--- src/rtl/pe_ctx_sequencer_if.sv ---
// rtl/pe_ctx_sequencer_if.sv - config, run-control and PE-drive signals of the context sequencer.
// Readback signals exist only when PE_CTX_READBACK_EN is defined.
interface pe_ctx_sequencer_if #(
  parameter int NUM_PE  = 4,
  parameter int NUM_CTX = 4,
  parameter int CTRL_W  = 8
);
  localparam int CW = (NUM_CTX > 1) ? $clog2(NUM_CTX) : 1;
  localparam int PW = (NUM_PE > 1) ? $clog2(NUM_PE) : 1;

  logic                     cfg_start;
  logic [3:0]               cfg_nibble;
  logic                     cfg_valid;
  logic                     cfg_ready;
  logic                     cfg_done;
  logic                     run_start;
  logic [7:0]               run_passes;
  logic                     stop;
  logic [NUM_PE*CTRL_W-1:0] pe_ctrl;
  logic                     pe_en;
  logic [CW-1:0]            ctx_idx;
  logic                     busy;
  logic                     run_done;
`ifdef PE_CTX_READBACK_EN
  logic [CW-1:0]            rd_ctx;
  logic [PW-1:0]            rd_pe;
  logic [CTRL_W-1:0]        rd_data;
`endif

  modport master (
    output cfg_start, cfg_nibble, cfg_valid, run_start, run_passes, stop,
`ifdef PE_CTX_READBACK_EN
    output rd_ctx, rd_pe,
    input  rd_data,
`endif
    input  cfg_ready, cfg_done, pe_ctrl, pe_en, ctx_idx, busy, run_done
  );

  modport slave (
    input  cfg_start, cfg_nibble, cfg_valid, run_start, run_passes, stop,
`ifdef PE_CTX_READBACK_EN
    input  rd_ctx, rd_pe,
    output rd_data,
`endif
    output cfg_ready, cfg_done, pe_ctrl, pe_en, ctx_idx, busy, run_done
  );
endinterface

--- src/rtl/pe_ctx_sequencer.sv ---
// rtl/pe_ctx_sequencer.sv - loads a PE context table over a nibble port and replays it onto the PE row.
// Optional table readback port enabled by PE_CTX_READBACK_EN.
module pe_ctx_sequencer #(
  parameter int NUM_PE  = 4,
  parameter int NUM_CTX = 4,
  parameter int CTRL_W  = 8
) (
  input logic               clock,
  input logic               reset_n,
  pe_ctx_sequencer_if.slave bus
);
  localparam int N_WORDS = NUM_CTX * NUM_PE;
  localparam int IDX_W   = $clog2(N_WORDS);
  localparam int CW      = (NUM_CTX > 1) ? $clog2(NUM_CTX) : 1;
  localparam int NIBS    = CTRL_W / 4;
  localparam int NB_W    = (NIBS > 1) ? $clog2(NIBS) : 1;

  typedef enum logic [1:0] {IDLE, LOAD, RUN} state_t;

  state_t                   state;
  logic [CTRL_W-1:0]        table_q [N_WORDS];
  logic [CTRL_W-1:0]        asm_q;
  logic [NB_W-1:0]          nib_cnt;
  logic [IDX_W-1:0]         wr_idx;
  logic [7:0]               passes_q;
  logic [7:0]               pass_cnt;
  logic [CW-1:0]            ctx_q;
  logic [NUM_PE*CTRL_W-1:0] ctrl_q;
  logic                     pe_en_q;
  logic                     busy_q;
  logic                     cfg_ready_q;
  logic                     cfg_done_q;
  logic                     run_done_q;

  // New nibble enters at the top so the first nibble ends up in bits [3:0].
  logic [CTRL_W+3:0]        shift_w;
  logic [CTRL_W-1:0]        word_w;
  logic                     xfer;
  logic                     last_nib;
  logic                     last_word;
  logic                     last_ctx;
  logic                     final_pass;
  logic [CW-1:0]            ctx_next;

  assign shift_w    = {bus.cfg_nibble, asm_q};
  assign word_w     = shift_w[CTRL_W+3:4];
  assign xfer       = bus.cfg_valid && cfg_ready_q;
  assign last_nib   = (nib_cnt == NB_W'(NIBS - 1));
  assign last_word  = (wr_idx == IDX_W'(N_WORDS - 1));
  assign last_ctx   = (ctx_q == CW'(NUM_CTX - 1));
  assign final_pass = (passes_q != 8'd0) && (pass_cnt == passes_q - 8'd1);
  assign ctx_next   = ctx_q + CW'(1);

  function automatic logic [NUM_PE*CTRL_W-1:0] row_of(input logic [CW-1:0] c);
    logic [NUM_PE*CTRL_W-1:0] r;
    r = '0;
    for (int p = 0; p < NUM_PE; p++) begin
      r[p*CTRL_W +: CTRL_W] = table_q[IDX_W'(int'(c) * NUM_PE + p)];
    end
    return r;
  endfunction

  always_ff @(posedge clock or negedge reset_n) begin
    if (!reset_n) begin
      state       <= IDLE;
      asm_q       <= '0;
      nib_cnt     <= '0;
      wr_idx      <= '0;
      passes_q    <= '0;
      pass_cnt    <= '0;
      ctx_q       <= '0;
      ctrl_q      <= '0;
      pe_en_q     <= 1'b0;
      busy_q      <= 1'b0;
      cfg_ready_q <= 1'b0;
      cfg_done_q  <= 1'b0;
      run_done_q  <= 1'b0;
      for (int i = 0; i < N_WORDS; i++) table_q[i] <= '0;
    end else begin
      cfg_done_q <= 1'b0;
      run_done_q <= 1'b0;
      case (state)
        IDLE: begin
          if (bus.cfg_start) begin
            state       <= LOAD;
            busy_q      <= 1'b1;
            cfg_ready_q <= 1'b1;
            nib_cnt     <= '0;
            wr_idx      <= '0;
            asm_q       <= '0;
          end else if (bus.run_start) begin
            state    <= RUN;
            busy_q   <= 1'b1;
            passes_q <= bus.run_passes;
            pass_cnt <= '0;
            ctx_q    <= '0;
            ctrl_q   <= row_of('0);
            pe_en_q  <= 1'b1;
          end
        end
        LOAD: begin
          if (bus.stop) begin
            state       <= IDLE;
            busy_q      <= 1'b0;
            cfg_ready_q <= 1'b0;
          end else if (xfer) begin
            asm_q <= word_w;
            if (last_nib) begin
              nib_cnt         <= '0;
              table_q[wr_idx] <= word_w;
              if (last_word) begin
                state       <= IDLE;
                busy_q      <= 1'b0;
                cfg_ready_q <= 1'b0;
                cfg_done_q  <= 1'b1;
              end else begin
                wr_idx <= wr_idx + IDX_W'(1);
              end
            end else begin
              nib_cnt <= nib_cnt + NB_W'(1);
            end
          end
        end
        RUN: begin
          // pe_ctrl and ctx_idx are left holding the last context on exit.
          if (bus.stop || (last_ctx && final_pass)) begin
            state      <= IDLE;
            busy_q     <= 1'b0;
            pe_en_q    <= 1'b0;
            run_done_q <= 1'b1;
          end else begin
            ctx_q  <= ctx_next;
            ctrl_q <= row_of(ctx_next);
            if (last_ctx) pass_cnt <= pass_cnt + 8'd1;
          end
        end
        default: state <= IDLE;
      endcase
    end
  end

  assign bus.pe_ctrl   = ctrl_q;
  assign bus.pe_en     = pe_en_q;
  assign bus.ctx_idx   = ctx_q;
  assign bus.busy      = busy_q;
  assign bus.cfg_ready = cfg_ready_q;
  assign bus.cfg_done  = cfg_done_q;
  assign bus.run_done  = run_done_q;

`ifdef PE_CTX_READBACK_EN
  logic [CTRL_W-1:0] rd_q;
  always_ff @(posedge clock or negedge reset_n) begin
    if (!reset_n) begin
      rd_q <= '0;
    end else if (int'(bus.rd_pe) < NUM_PE) begin
      rd_q <= table_q[IDX_W'(int'(bus.rd_ctx) * NUM_PE + int'(bus.rd_pe))];
    end else begin
      rd_q <= '0;
    end
  end
  assign bus.rd_data = rd_q;
`endif
endmodule
--- src/flat_wrapper.sv ---
// flat-port wrapper written by rule: the top's interface ports become plain ports
module pe_ctx_sequencer_flat 
#(
  parameter int NUM_PE  = 4,
  parameter int NUM_CTX = 4,
  parameter int CTRL_W  = 8
)
  (clock, reset_n, bus_cfg_start, bus_cfg_nibble, bus_cfg_valid, bus_run_start, bus_run_passes, bus_stop, bus_cfg_ready, bus_cfg_done, bus_pe_ctrl, bus_pe_en, bus_ctx_idx, bus_busy, bus_run_done);
  pe_ctx_sequencer_if #(.NUM_PE(NUM_PE), .NUM_CTX(NUM_CTX), .CTRL_W(CTRL_W)) bus_i ();
  input logic clock;
  input logic reset_n;
  input wire logic [$bits(bus_i.cfg_start)-1:0] bus_cfg_start;
  input wire logic [$bits(bus_i.cfg_nibble)-1:0] bus_cfg_nibble;
  input wire logic [$bits(bus_i.cfg_valid)-1:0] bus_cfg_valid;
  input wire logic [$bits(bus_i.run_start)-1:0] bus_run_start;
  input wire logic [$bits(bus_i.run_passes)-1:0] bus_run_passes;
  input wire logic [$bits(bus_i.stop)-1:0] bus_stop;
  output wire logic [$bits(bus_i.cfg_ready)-1:0] bus_cfg_ready;
  output wire logic [$bits(bus_i.cfg_done)-1:0] bus_cfg_done;
  output wire logic [$bits(bus_i.pe_ctrl)-1:0] bus_pe_ctrl;
  output wire logic [$bits(bus_i.pe_en)-1:0] bus_pe_en;
  output wire logic [$bits(bus_i.ctx_idx)-1:0] bus_ctx_idx;
  output wire logic [$bits(bus_i.busy)-1:0] bus_busy;
  output wire logic [$bits(bus_i.run_done)-1:0] bus_run_done;
  assign bus_i.cfg_start = bus_cfg_start;
  assign bus_i.cfg_nibble = bus_cfg_nibble;
  assign bus_i.cfg_valid = bus_cfg_valid;
  assign bus_i.run_start = bus_run_start;
  assign bus_i.run_passes = bus_run_passes;
  assign bus_i.stop = bus_stop;
  assign bus_cfg_ready = bus_i.cfg_ready;
  assign bus_cfg_done = bus_i.cfg_done;
  assign bus_pe_ctrl = bus_i.pe_ctrl;
  assign bus_pe_en = bus_i.pe_en;
  assign bus_ctx_idx = bus_i.ctx_idx;
  assign bus_busy = bus_i.busy;
  assign bus_run_done = bus_i.run_done;
  pe_ctx_sequencer #(.NUM_PE(NUM_PE), .NUM_CTX(NUM_CTX), .CTRL_W(CTRL_W)) u_core (.clock(clock), .reset_n(reset_n), .bus(bus_i));
endmodule
--- config.mk ---
export PLATFORM = sky130hd
export DESIGN_NAME = pe_ctx_sequencer_flat
export DESIGN_NICKNAME = d
export VERILOG_FILES = /design/src/rtl/pe_ctx_sequencer_if.sv /design/src/rtl/pe_ctx_sequencer.sv /design/src/flat_wrapper.sv
export SDC_FILE = /design/constraint.sdc
export NUM_CORES = 1
export LEC_CHECK = 0
export BUFFER_PORTS_ARGS = -buffer_cell sky130_fd_sc_hd__buf_2
export CAP_MARGIN = 15
export CORE_MARGIN = 4
export CORE_UTILIZATION = 50
export DETAILED_ROUTE_END_ITERATION = 10
export GPL_TIMING_DRIVEN = 1
export PLACE_DENSITY = 0.69
export SLEW_MARGIN = 0
export SYNTH_ARGS = -nofsm -noshare
export SYNTH_HDL_FRONTEND = slang
export SYNTH_SLANG_ARGS = --single-unit
--- constraint.sdc ---
create_clock -name clock -period 3.6 [get_ports clock]
set_clock_uncertainty 0.15 [all_clocks]
set_input_delay 0.72 -clock clock [delete_from_list [all_inputs] [get_ports clock]]
set_output_delay 0.72 -clock clock [all_outputs]
set_load 0.02 [all_outputs]
== After elaboration in Yosys (flattened, before gate mapping) ==
Cells that the tools add are included.
Widths: inputs -> output; s select.
Storage, ports and cells
  flip-flop bits (word level): 198
  output and inout port bits: 39
  word-level logic and storage cells: 159
  input port bits: 18
Operators by class
  add/subtract/negate cells: 8
  reduce and logical (&&, ||, !) cells: 20
  magnitude comparators: 6
  equality and inequality tests: 19
  bitwise operators: 7
  mux-type cells: 70
Operators by type and width (number)
  $bmux 8 s4: 4
  $bwmux 128: 1
  $mux 8: 16
  $mux 32: 3
  $pmux 32 s2: 1
  $demux 8 s4: 1
  $pmux 8 s2: 2
  $ge 4x5->1 const B: 4
  $mux 1: 20
  $mux 2: 10
  $mux 4: 5
  $not 4->4: 4
  $reduce_and 4->1: 4
  $reduce_and 5->1: 3
  $ne 2x2->1 const B: 6
  $reduce_and 6->1: 2
  $ne 3x2->1 const B: 3
  $add 4x1->4 const B: 2
  $add 4x2->4 const B: 2
  $add 8x1->8 const B: 1
  $eq 8x8->1: 1
  $ne 2x1->1 const B: 4
  $pmux 4 s2: 1
  $reduce_bool 8->1: 1
  other kinds (21): 29

== Depth between registers and ports, before layout ==
Gate-level depths: netlist (run 1).
  depth in word-level cells: 8
  mapped depth: 10
  depth with buffers taken out: 8

== Worst setup path before layout (run 1) ==
OpenSTA, ideal clock, no wires.
  path kind: register -> register
  from: register u_core.passes_q[0]
  to: register u_core.ctrl_q[0], in the netlist u_core.bus.pe_ctrl[0]
  buffers on the path: 1
  library setup time: 125 ps
  slack: 730 ps
  data arrival time: 2595 ps
  cell stages (with the launch flop): 10
  clock period less this slack: 2870 ps
  cells stage by stage: dfrtp_1 > inv_1 > ha_1 > or3b_1 > and2_1 > a311o_1 > a41o_2 > a21oi_4 > buf_12 > mux2_4
Between the ends
  cells in the longest elaborated chain, start to end: 7
  elaborated cells between the ends (all ways): 8
  those cells by class: 1 x add/sub; 2 x eq/ne; 5 x reduce/logical
RTL lines
  from (decl): RTL line pe_ctx_sequencer.sv:25  | logic [7:0] passes_q;
  from (signal assigned): RTL line pe_ctx_sequencer.sv:94  | passes_q <= bus.run_passes;
  $sub 8x1->8: RTL line pe_ctx_sequencer.sv:51  | assign final_pass = (passes_q != 8'd0) && (pass_cnt == passes_q - 8'd1);
  $eq 8x8->1: RTL line pe_ctx_sequencer.sv:51
  $logic_and 1x1->1 *: RTL line pe_ctx_sequencer.sv:51
  $logic_and 1x1->1 *: RTL line pe_ctx_sequencer.sv:126  | if (bus.stop || (last_ctx && final_pass)) begin
  $logic_or 1x1->1 *: RTL line pe_ctx_sequencer.sv:126
  $ne 2x2->1 (no line) *
  $reduce_and 4->1 (no line) *
  to (signal assigned): RTL line pe_ctx_sequencer.sv:97  | ctrl_q <= row_of('0);
  to (signal assigned): RTL line pe_ctx_sequencer.sv:133  | ctrl_q <= row_of(ctx_next);
  to (decl): RTL line pe_ctx_sequencer.sv:28  | logic [NUM_PE*CTRL_W-1:0] ctrl_q;
Every way passes the cells marked *; elsewhere a longest branch is shown, timed or not.
A chain may end at the register's enable or synchronous reset.

== Worst setup path in the final report (run 1) ==
  from: register u_core.passes_q[0]
  to: register u_core.ctrl_q[31], in the netlist u_core.bus.pe_ctrl[31]
Same word-level chain as after synthesis.

==> key figures, run 1 <==
CTS
  – CTS Hold Bufs: 0
  – CTS root buf: clkbuf_16
  – Setup Buffers After CTS: 0
  – Cells resized by post-CTS repair: 0
  – Skew-Pair Late Insertion Delay: 0.43 ns
  – Worst-case clock buffer depth: 2
  – Htree depth: 4
  – Clk slew on worst S/H paths: 0.07 ns
  – CTS tree: built
  – Total CTS buffers: 17
  – CTS sink cnt: just under 200

Routing
  – TritonRoute pass-1 iters: 5
  – Routed length per instance: approximately 22 um
  – Final ANT Viol Nets: 0
  – Wirelength, routed: around 22,000 um
  – Vias per cell: around 6.1
  – Residual DRC: 0
  – Initial drt markers: about 340
  – Via count: 6,175

Synth
  – Most frequent cell after synthesis: dfrtp_1
  – Synth area leaders: dfrtp_1 52%, mux2_2 21%, mux2_4 4.8%
  – Synth top area share: a little over half
  – Cell taking the most area after synthesis: dfrtp_1
  – Syn. warnings: 0
  – Commonest cells post-synth: 194 x dfrtp_1, 171 x mux2_2, 47 x nor2_1
  – Mapped Area: about 9300 um^2
  – Post-synth EDFFs: 0
  – Post-synth top flop: dfrtp_1
  – Register bit total from synthesis: slightly below 200
  – Cell variety after synth: 50
  – Post-Syn Instances: 726
  – Syn_nets: between 700 and 800
  – Post-Syn Area per Cell: approximately 13 um^2
  – Async SR Flop Fraction: 100%
  – Sequential area share after synthesis: roughly 52%

GRT
  – Grt total ovfl: 0
  – Vias in the first global route: between 6,000 and 7,000
  – Overall Global Routing Usage: 21.8%
  – Largest net degree at the start of global routing: ~90
  – First-pass GRT wire length: around 35,000 um
  – Antenna violations before repair: 0

Pwr
  – Overall power: about 6300 uW
  – P_leak: about 0.005 uW
  – Pwr dens: just over 600 nW/um^2
  – VDD IR max: between 0.3 and 0.4 mV

Outcome
  – Outcome: finished clean

Worst setup path
  – Crit Path Max Fanout: 32
  – Crit path DAT: 3.28 ns
  – RR Startpoint: u_core.passes_q[0]
  – Worst path depth: 9
  – CP max-delay cell: dfrtp_1
  – Worst Setup End Kind: flop
  – Max incr delay on CP: around 0.43 ns
  – Setup crit start kind: flop
  – Worst R2R End: u_core.bus.pe_ctrl[31]
  – Critical path class: flop to flop
  – WP buf/inv: 2
  – Reg-to-reg setup timing slack: 0.48 ns
  – Delay-heaviest family, CP: compound AO/OA/AOI/OAI gates
  – Required time of the critical path: ~3.8 ns
  – Critical path cell sequence: inv_1 -> ha_1 -> or3b_1 -> and2_1 -> a311o_1 -> a41o_2 -> a21oi_4 -> buf_12 -> mux2_2
  – R2R cell count: 9

Floorplan
  – Die height: roughly 140 um
  – Initial Utilization: between 50% and 60%
  – # rows: 49
  – # IOs: 57
  – Core area: between 15,000 and 20,000 um^2
  – Chip width: ~140 um
  – Die area: between 20,000 and 25,000 um^2

Timing
  – Final min period: approximately 3.1 ns
  – Upper clock frequency limit: ~320 MHz
  – Setup TNS: 0 ns
  – RSZ-0062 raised after global routing: no
  – Setup violators final: 0
  – Relative slew slack: 41.6%
  – Final worst-path cycle share: between 80% and 90%
  – Pins Over Slew Limit: 0
  – Slew @ Worst Pin: 0.875 ns
  – Final hold viol count: 0

Placed design
  – DP Area: a little under 10,000 um^2
  – Gp weighted congestion: between 0.8 and 0.9
  – Final HPWL DP: between 10,000 and 15,000 um
  – # port buffers: 56

Cells and area
  – Filler cells: 1,506
  – Final nets: roughly 800
  – Footprint of the multi-input gates: ~4200 um^2
  – Sequential cell area: slightly below 5000 um^2
  – ANT cells: 0
  – Design area: 10,300 um^2
  – Share of layout cells above drive strength 1: between 30% and 40%
  – Synth-to-layout area growth: 10.7%

Min path
  – Hold Path Class: primary input to async pin

Flow run
  – Max Cap Viol: 0
==> state kept, by name, summed over array words and instances (netlist names) <==
register / flops
u_core.table_q: 128
u_core.bus.pe_ctrl: 32
u_core.pass_cnt: 8
u_core.passes_q: 8
u_core.asm_q: 4
u_core.wr_idx: 4
u_core.bus.ctx_idx: 2
u_core.state: 2
u_core.bus.busy: 1
u_core.bus.cfg_done: 1
u_core.bus.cfg_ready: 1
u_core.bus.pe_en: 1
u_core.bus.run_done: 1
u_core.last_nib: 1
==> cell families (layout without fill, tap and decap cells) <==
logic type	after synthesis	count (layout)	synth area share [%]
simple gates	138	138	7.15
flops	194	194	52.0
fa+ha+maj	11	11	1.48
xor+xnor	9	9	0.845
mux	205	205	25.9
compound gates	110	110	9.60
buf+inv	59	115	3.00
==> worst reg2reg max path: cells and delay by family (launching register included) <==
kind,cells,cell delay (ns)
AOI/OAI and AO/OA,3,0.81
and+or+nand+nor,2,0.59
DFF,1,0.43
buffers and inverters,2,0.41
muxes,1,0.38
adders and majority gates,1,0.23
==> cell type report <==
class                      count  share of cell area [%]
multi-input combinational    473                    40.6
tap                          229                    2.77
clock inverter                 8                   0.557
inverter                      13                   0.472
clock buffer                  23                    4.43
timing repair buffer          71                    4.13
sequential                   194                    47.0
==> stage by stage <==
step	hold WS (ns)	setup WS, ns	util [%]	instances
finish	0.218	0.475	56.9	1011
global route	0.286	0.312	56.9	1011
CTS	0.246	0.483	56.9	1011
detailed placement	0.337	0.511	54.1	980
global placement	0.330	0.560	54.1	980
floorplan	0.274	0.730	-	726
==> report_power, final <==
part           leakage, uW  total (uW)  internal [uW]  switching [uW]
Sequential         0.00267        2750           2410             348
Combinational      0.00223        1830            697            1130
Clock             0.000240        1700            899             804
==> layer usage <==
| metal | GRT usage [%] | wire length [um] | vias to the layer above |
|---|---|---|---|
| li1 | - | - | 2766 |
| met1 | 29.1 | 9600 | 3221 |
| met2 | 37.3 | 11000 | 166 |
| met3 | 3.17 | 961 | 22 |
| met4 | 6.58 | 304 | 0 |
| met5 | 0 | 0 | - |
==> how the worst max path moves through the flow <==
| stage | slack, ns | endpoint | from |
|---|---|---|---|
| CTS | 0.48 | u_core.bus.pe_ctrl[31] | u_core.passes_q[0] |
| global route | 0.31 | u_core.pass_cnt[6] | u_core.passes_q[0] |
| detailed placement | 0.51 | u_core.bus.pe_ctrl[31] | u_core.passes_q[0] |
| global placement | 0.56 | u_core.bus.pe_ctrl[31] | u_core.passes_q[0] |
| floorplan | 0.73 | u_core.bus.pe_ctrl[0] | u_core.passes_q[0] |
| finish | 0.48 | u_core.bus.pe_ctrl[31] | u_core.passes_q[0] |
==> cells in the final DEF, fill, tap and decap left out, types with 3 or more instances in the layout <==
master and count:
a21oi_1 7, a221o_1 33, a22oi_1 32, a31o_2 3, a31oi_1 4, and3_1 4
buf_2 55, buf_4 13, clkbuf_1 5, clkbuf_16 17, clkinvlp_4 4, dfrtp_1 193
ha_1 11, inv_1 13, mux2_2 171, mux2_4 30, mux2i_1 4, nand2_1 26
nand2b_1 7, nand3_1 22, nand4_1 7, nor2_1 46, nor2b_1 5, nor3_1 7
o21ai_0 15, xnor2_1 5, xor2_1 4
Note: power is estimated with default switching activity, not from simulation.
==> run 2: changes to the inputs <==
BUFFER_PORTS_ARGS = -buffer_cell sky130_fd_sc_hd__buf_4   (was -buffer_cell sky130_fd_sc_hd__buf_2)
CORE_MARGIN = 2   (was 4)
GPL_ROUTABILITY_DRIVEN = 0   (was not set)
==> key figures, run 2 (synthesis gave the netlist of run 1 again) <==
Cells and area
  – Final nets: 797 (-0.25%)
  – Biggest register: u_core.table_q
  – Share of layout cells above drive strength 1: 40.2% (+0.56 points)
  – ANT cells: 0 (unchanged)
  – Max FFs per register: 128 (unchanged)
  – Commonest non-fill, non-tap cell in the layout: dfrtp_1
  – Synth-to-layout area growth: 12.9%
  – Most frequent cells in the layout: 193 x dfrtp_1, 171 x mux2_2, 64 x buf_4, 46 x nor2_1, 33 x a221o_1

Timing
  – Final min period: 3.16 ns (+0.0395 ns)
  – Relative slew slack: 36.6% (-5.0 points)
  – RSZ-0062 raised after global routing: no
  – Slew @ Worst Pin: 0.941 ns (+0.0653 ns)
  – Pins Over Slew Limit: 0 (unchanged)
  – Upper clock frequency limit: 316 MHz (-1.2%)
  – Setup TNS: 0 ns (unchanged)
  – Setup violators final: 0 (unchanged)
  – Final hold viol count: 0 (unchanged)
  – Final worst-path cycle share: 87.9% (+1.1 points)

Floorplan
  – Die height: 141 um (-2.8%)
  – Core area: 18,100 um^2 (unchanged)
  – Chip width: 141 um (-2.8%)
  – # IOs: 57 (unchanged)
  – # rows: 49 (unchanged)
  – Die area: 19,800 um^2 (-5.5%)
  – Initial Utilization: 51.4% (unchanged)

CTS
  – Cells resized by post-CTS repair: 0 (unchanged)
  – Setup Buffers After CTS: 0 (unchanged)
  – Total CTS buffers: 17 (unchanged)
  – CTS tree: built
  – CTS root buf: clkbuf_16
  – Htree depth: 4 (unchanged)
  – Worst-case clock buffer depth: 2 (unchanged)
  – Skew-Pair Late Insertion Delay: 0.43 ns (about the same)
  – CTS Hold Bufs: 0 (unchanged)
  – Clk slew on worst S/H paths: 0.07 ns (about the same)
  – CTS sink cnt: 194 (unchanged)

Worst setup path
  – Crit Path Max Fanout: 32 (unchanged)
  – Crit path DAT: 3.32 ns (+0.04 ns)
  – Setup crit start kind: flop
  – Worst Setup End Kind: flop
  – Required time of the critical path: 3.76 ns (about the same)
  – Critical path class: flop to flop

Placed design
  – # port buffers: 56 (unchanged)
  – Final HPWL DP: 13,400 um (-1.7%)

Routing
  – Vias per cell: 6.10 (-0.21%)
  – Wirelength, routed: 21,600 um (-1.2%)
  – Initial drt markers: 480 (+43%)
  – Residual DRC: 0 (unchanged)
  – TritonRoute pass-1 iters: 5 (unchanged)
  – Via count: 6,156 (-0.31%)
  – Final ANT Viol Nets: 0 (unchanged)
  – Routed length per instance: 21.4 um (-1.1%)

Outcome
  – Outcome: finished clean

GRT
  – Vias in the first global route: 6,515 (-0.17%)
  – Antenna violations before repair: 0 (unchanged)
  – Grt total ovfl: 0 (unchanged)
  – First-pass GRT wire length: 35,300 um (-0.12%)
  – Largest net degree at the start of global routing: 90 (-1.1%)
  – Overall Global Routing Usage: 22.8% (+0.97 points)

Pwr
  – Pwr dens: 612 nW/um^2 (+0.63%)
  – VDD IR max: 0.326 mV (-6.5%)
  – P_leak: 0.00518 uW (+0.86%)
  – Overall power: 6450 uW (+2.6%)

Min path
  – Hold Path Class: primary input to async pin

Flow run
  – Max Cap Viol: 0 (unchanged)
==> run 2: cell count changes in the layout (fill, tap and decap cells not counted) <==
cell and delta:
buf_12 +2, buf_2 -55, buf_4 +51, clkbuf_1 -5
clkbuf_8 -1, clkinv_8 +3, inv_6 +1, inv_8 +3
==> run 2: final cells by class <==
type / instances / area [um^2]
clock inverter: 15 / 149
multi-input combinational: 473 / 4200
clock buffer: 17 / 425
fill: 1426 / 7610
tap: 229 / 287
sequential: 194 / 4860
timing repair buffer: 69 / 574
inverter: 13 / 48.8
==> run 2: worst max-delay path, cell delays in order (launching register included) <==
cell and delay (ns):
dfrtp_1 0.45, inv_1 0.14, ha_1 0.24, or3b_1 0.41
and2_1 0.18, a311o_1 0.30, a41o_2 0.33, a21oi_4 0.17
buf_12 0.30, mux2_2 0.37
==> run 2: stage by stage <==
step | area (um^2) | worst slack, ns | hold WS, ns | std cells | utilization (%)
2_1_floorplan | 9330 | 0.730 | 0.274 | 726 | -
3_3_place_gp | 9960 | 0.585 | 0.332 | 978 | 54.9
3_5_place_dp | 9960 | 0.492 | 0.338 | 978 | 54.9
4_1_cts | 10500 | 0.467 | 0.216 | 1010 | 58.1
5_1_grt | 10500 | 0.359 | 0.228 | 1010 | 58.1
6_report | 10500 | 0.436 | 0.183 | 1010 | 58.1
==> run 2: per-layer routing <==
metal	routed length (um)	global-route usage (%)	share of wire, %	vias to the layer above
met1	9610	30.4	45	3194
met2	10500	38.3	49	167
met3	1010	4.31	4.7	31
met4	428	6.84	2.0	0
li1	-	-	-	2764
met5	0	0	0	-
==> run 2: worst paths after layout <==
kind,depth (start not counted),start,slack (ns),to
setup / recovery,9,u_core.passes_q[0],0.44,u_core.bus.pe_ctrl[31]
hold / removal,1,reset_n,0.18,u_core.state[0]
setup reg to reg,9,u_core.passes_q[0],0.44,u_core.bus.pe_ctrl[31]
hold reg to reg,1,u_core.table_q[38],0.35,u_core.table_q[38]
max in group asynchronous,2,reset_n,2.31,u_core.table_q[44]
min in group clock,1,u_core.table_q[38],0.35,u_core.table_q[38]
==> run 2: report_power, final <==
part	switching [uW]	internal, uW	leakage (uW)
Clock	897	918	0.000270
Combinational	1120	752	0.00224
Sequential	356	2400	0.00267
Total	2380	4070	0.00518
